`src/rtl/mcu0_seq.sv`:
```
// Multi-cycle fetch/decode/memory/execute sequencer for the mcu0 accumulator
// datapath, with a wait-state memory handshake, timeout watchdog and sticky halt.
module mcu0_seq #(
    parameter int TIMEOUT = 15,
    parameter int CW      = 16
) (
    input  logic          clock,
    input  logic          reset,
    input  logic          run,
    input  logic [3:0]    op,
    input  logic          z,
    input  logic          mem_ack,
    output logic          mem_req,
    output logic          addr_sel,
    output logic          mw,
    output logic          irw,
    output logic          pcw,
    output logic          pcmux,
    output logic          aw,
    output logic          sww,
    output logic [3:0]    aluop,
    output logic [2:0]    state,
    output logic [CW-1:0] retired,
    output logic          halted,
    output logic          err
);

    typedef enum logic [2:0] {
        FETCH  = 3'd0,
        DECODE = 3'd1,
        MEMRD  = 3'd2,
        MEMWR  = 3'd3,
        EXEC   = 3'd4,
        HALT   = 3'd5
    } state_t;

    localparam logic [3:0] OP_LD  = 4'h0;
    localparam logic [3:0] OP_ADD = 4'h1;
    localparam logic [3:0] OP_JMP = 4'h2;
    localparam logic [3:0] OP_ST  = 4'h3;
    localparam logic [3:0] OP_CMP = 4'h4;
    localparam logic [3:0] OP_JEQ = 4'h5;

    localparam logic [3:0] ALU_ZERO  = 4'h0;
    localparam logic [3:0] ALU_ADD   = 4'h1;
    localparam logic [3:0] ALU_CMP   = 4'hE;
    localparam logic [3:0] ALU_APASS = 4'hF;

    localparam logic [7:0] TIMEOUT_V = 8'(TIMEOUT);

    state_t     cur_state;
    state_t     next_state;
    logic [7:0] wait_cnt;
    logic [7:0] wait_cnt_next;
    logic       mem_phase;
    logic       timed_out;
    logic       retire;

    assign state = cur_state;

    // A memory request is outstanding in FETCH (only when issuing) and in both memory states.
    always_comb begin
        mem_phase = 1'b0;
        case (cur_state)
            FETCH:        mem_phase = run;
            MEMRD, MEMWR: mem_phase = 1'b1;
            default:      mem_phase = 1'b0;
        endcase
    end

    // An ack in the same cycle the counter reaches TIMEOUT still completes the access.
    assign timed_out = mem_phase && !mem_ack && (wait_cnt == TIMEOUT_V);

    always_ff @(posedge clock or posedge reset) begin
        if (reset) begin
            cur_state <= FETCH;
        end else begin
            cur_state <= next_state;
        end
    end

    always_comb begin
        next_state    = cur_state;
        wait_cnt_next = 8'd0;
        retire        = 1'b0;
        if (mem_phase && !mem_ack && !timed_out) begin
            wait_cnt_next = wait_cnt + 8'd1;
        end
        case (cur_state)
            FETCH: begin
                if (run) begin
                    if (mem_ack) begin
                        next_state = DECODE;
                    end else if (timed_out) begin
                        next_state = HALT;
                    end
                end
            end
            DECODE: begin
                case (op)
                    OP_LD, OP_ADD, OP_CMP: next_state = MEMRD;
                    OP_ST:                 next_state = MEMWR;
                    OP_JMP, OP_JEQ:        next_state = EXEC;
                    default:               next_state = HALT;
                endcase
            end
            MEMRD: begin
                if (mem_ack) begin
                    next_state = EXEC;
                end else if (timed_out) begin
                    next_state = HALT;
                end
            end
            MEMWR: begin
                if (mem_ack) begin
                    next_state = FETCH;
                    retire     = 1'b1;
                end else if (timed_out) begin
                    next_state = HALT;
                end
            end
            EXEC: begin
                next_state = FETCH;
                retire     = 1'b1;
            end
            HALT:    next_state = HALT;
            default: next_state = HALT;
        endcase
    end

    // halted tracks entry into HALT; since HALT is only left by reset it stays sticky.
    always_ff @(posedge clock or posedge reset) begin
        if (reset) begin
            wait_cnt <= 8'd0;
            retired  <= '0;
            halted   <= 1'b0;
            err      <= 1'b0;
        end else begin
            wait_cnt <= wait_cnt_next;
            halted   <= (next_state == HALT);
            if (retire) begin
                retired <= retired + CW'(1);
            end
            if (timed_out) begin
                err <= 1'b1;
            end
        end
    end

    // Controls are gated by reset so a pending request or write strobe drops immediately.
    always_comb begin
        mem_req  = 1'b0;
        addr_sel = 1'b0;
        mw       = 1'b0;
        irw      = 1'b0;
        pcw      = 1'b0;
        pcmux    = 1'b0;
        aw       = 1'b0;
        sww      = 1'b0;
        aluop    = ALU_ZERO;
        if (!reset) begin
            case (cur_state)
                FETCH: begin
                    if (run) begin
                        mem_req = 1'b1;
                        if (mem_ack) begin
                            irw = 1'b1;
                            pcw = 1'b1;
                        end
                    end
                end
                MEMRD: begin
                    mem_req  = 1'b1;
                    addr_sel = 1'b1;
                end
                MEMWR: begin
                    mem_req  = 1'b1;
                    addr_sel = 1'b1;
                    mw       = 1'b1;
                end
                EXEC: begin
                    case (op)
                        OP_LD: begin
                            aw    = 1'b1;
                            aluop = ALU_APASS;
                        end
                        OP_ADD: begin
                            aw    = 1'b1;
                            aluop = ALU_ADD;
                        end
                        OP_CMP: begin
                            sww   = 1'b1;
                            aluop = ALU_CMP;
                        end
                        OP_JMP: begin
                            pcw   = 1'b1;
                            pcmux = 1'b1;
                        end
                        OP_JEQ: begin
                            pcw   = z;
                            pcmux = z;
                        end
                        default: begin
                            aluop = ALU_ZERO;
                        end
                    endcase
                end
                default: begin
                    mem_req = 1'b0;
                end
            endcase
        end
    end

endmodule

```
`config.mk`:
```
export PLATFORM = sky130hd
export DESIGN_NAME = mcu0_seq
export DESIGN_NICKNAME = d
export VERILOG_FILES = /design/src/rtl/mcu0_seq.sv
export SDC_FILE = /design/constraint.sdc
export NUM_CORES = 1
export LEC_CHECK = 0
export ABC_AREA = 1
export BUFFER_PORTS_ARGS = -buffer_cell sky130_fd_sc_hd__buf_4
export CAP_MARGIN = 20
export CORE_MARGIN = 10
export CORE_UTILIZATION = 52
export CTS_CLUSTER_DIAMETER = 40
export DETAILED_ROUTE_END_ITERATION = 6
export PLACE_DENSITY = 0.78
export SYNTH_ARGS = -nofsm -noshare
export SYNTH_HDL_FRONTEND = slang
export SYNTH_SLANG_ARGS = --single-unit
```
`constraint.sdc`:
```
create_clock -name clock -period 2.02 [get_ports clock]
set_input_delay 0.202 -clock clock [delete_from_list [all_inputs] [get_ports clock]]
set_output_delay 0.202 -clock clock [all_outputs]
set_load 0.01 [all_outputs]
```
==> reports/metrics.yaml <==
fin_worst_skew_ns: 0.00856
status: "finished with violations"
grt_usage_pct: 14.0
clk_pin_slew_ns: 0.10
hpwl_um: 2900
grt_pass1_vias: 1467
synthDistinctLibCells: 28
grt_max_degree: 30
r2r_slack_ns: 0.37
ys_ff_latch: 29
row_count: 20
cp.arrival_ns: 1.69
synth_area_per_cell_sq_um: 8.10
port_buffers: 41
finalCriticalPeriod_ns: 1.90
cp_top_family: "simple AND/OR/NAND/NOR gates"
cap_violations: 0
multi_input_area_sq_um: 762
num_antenna_cells: 0
reg2reg_from: "state[2]"
violations: "negative hold slack"
synth_edf_count: 0
finish.utilization_pct: 67.4
routed_wl_um: 3700
preCtsSetupSlack_ns: 0.406
m1WireLength_um: 1600
crit_buf_inv: 1
die-area_sq_um: 5750
netlist_instances: 200
cts_max_path_buffers: 2
critPathMaxStageDelay_ns: 0.45
worst_pin_slew_ns: 0.460
num_vias: 1453
core_sq_um: 3030
wl_per_cell_um: 12.8
ir_drop_mv: 0.591
dr.pass1.iters: 4
cts_tree: "yes"
path_class: "reg2out"
cts_root_buf: "clkbuf_4"
fin_ws_ns: 0.125
reg2reg_depth: 8
async_reset_ff_share_pct: 100
fillCellCount: 254
yosys-top-cells-count: "nand2_1 (40), nor2_1 (30), dfrtp_1 (29), inv_1 (24), nand3_1 (14)"
yosys.area.top_type_share_pct: 44.8
powerDensity_nw_per_um2: 962
crit_chain: "nor2_1 > nand3_1 > nor3_1 > or2_2 > buf_4"
finalSetupViolCount: 0
cp-start-kind: "flip-flop"
drt-initial-drc-count: 78
end_kind: "output port"
area_delta_synth_final_pct: 26.0
placed_cell_area_sq_um: 1960
slew_headroom_pct: 69.2
cts_setup_buffers: 0
antenna_found_initial: 0
ys_warn_count: 0
ys.flop_type: "dfrtp_1"
cp_data_required_time_ns: 1.82
top_layer: "met4"
h-tree-depth: 2
register_area_sq_um: 726
r2r_end: "retired[13]"
wl_met3_um: 183
post-route-drc-count: 0
yosysMostFrequentCell: "nand2_1"
holdBufCountCts: 0
globalRouteOverflowTotal: 0
critPathMaxFanout: 6
clk_latency_ns: 0.33
grt_setup_unrepaired: "false"
fin_crit_sh_pct: 93.8
viasPerCell: 5.01
post-route-cell-area_sq_um: 2040
hold_viol_final: 14
tns_ns: 0
antenna_left: 0
yosys-top-cells-area: "dfrtp_1 (45%), nand2_1 (9.3%), nor2_1 (7.0%), inv_1 (5.6%), nand3_1 (4.3%)"
cts_inserted_buffers: 5
p_leak_nw: 1.04
io_pins: 42
chipHeight_um: 75.8
cts_resized: 0
fmax_mhz: 528
syn_area_sq_um: 1620
slew_viol_final: 0
synth_largest_area_cell: "dfrtp_1"
syn_nets: 211
ys_seq_area_share_pct: 44.8
clock_sinks: 29
gp_congestion: 0.814
drive_gt1_share_pct: 26.0
die_width_um: 75.8
route.met2.wl_um: 1870
grt_pass1_wl_um: 6240
hold-worst-slack_ns: -0.00595
cpMaxStageDelayCell: "dfrtp_1"
nNetsFinal: 256
hp-class: "in2async"
startpoint: "state[0]"
initial_utilization_pct: 53.5
## registers in the layout (all words and copies together), names as in the netlist
signal	cells
wait_cnt	8
err	1
state	3
halted	1
retired	16
## worst max-delay path by stage
stage                        endpoint  slack, ns  depth (start not counted)
final                             pcw       0.12                          5
after floorplan              aluop[0]       0.19                          4
after detailed placement  retired[13]       0.41                          8
after global routing              pcw      0.003                          5
after global placement    retired[13]       0.46                          8
after CTS                         pcw       0.12                          5
## worst min-delay path: stages
cell	delay [ns]
buf_4	0.13
inv_1	0.07
buf_4	0.34
## logic make-up (layout without fill, tap and decap cells)
logic type	count (synthesis)	count (layout)	synth area share, %
and+or+nand+nor	105	105	30.8
buffers and inverters	30	76	8.11
DFF	29	29	44.8
AOI/OAI and AO/OA	20	20	7.03
xor gates and xnor gates	13	13	7.03
adders and majority gates	2	2	1.55
muxes	1	1	0.695
## cell usage in the layout (no fill, tap or decap)
cell type  instances
clkbuf_4           5
a21oi_1            7
xor2_1             6
nand2_1           40
nor2_2             2
or2_2              2
nand3_4            1
nand4_2            2
mux2_2             1
nand2_2            1
nor2_1            30
ha_1               2
clkbuf_1           1
o21ai_4            1
dfrtp_1           29
nand4_1            3
nor3b_1            2
clkbuf_8           1
bufinv_16          1
nand3_1           14
o211ai_1           1
nor3_1             5
nand2_4            1
nand3_2            1
xnor2_1            7
o21ai_1            2
inv_1             24
inv_2              2
o21ai_0            9
buf_4             42
nor2_4             1
## layer usage
metal | vias to the layer above | track usage, %
li1 | 724 | -
met1 | 691 | 15.7
met2 | 31 | 23.8
met3 | 7 | 4.69
met4 | 0 | 5.77
met5 | - | 0
## cell type report
class / instances / share of cell area [%]
repair buffers: 42 / 15.5
clock inverters: 1 / 1.47
multi-input cells: 141 / 37.3
clock buffers: 7 / 2.70
inverters: 26 / 4.78
well taps: 44 / 2.70
flip-flops and latches: 29 / 35.6
## through the flow
step           total power (W)  std cells
6_report               0.00196        290
5_1_grt                0.00208        290
3_3_place_gp           0.00146        282
2_1_floorplan          0.00122        200
4_1_cts                0.00198        290
3_5_place_dp           0.00147        282
## report_power, final
group | internal (W) | total [W] | switching (W)
clock network | 0.000295 | 0.000504 | 0.000209
registers | 0.000676 | 0.000799 | 0.000124
logic | 0.000287 | 0.000660 | 0.000373
Note: power is estimated with default switching activity, not from simulation.
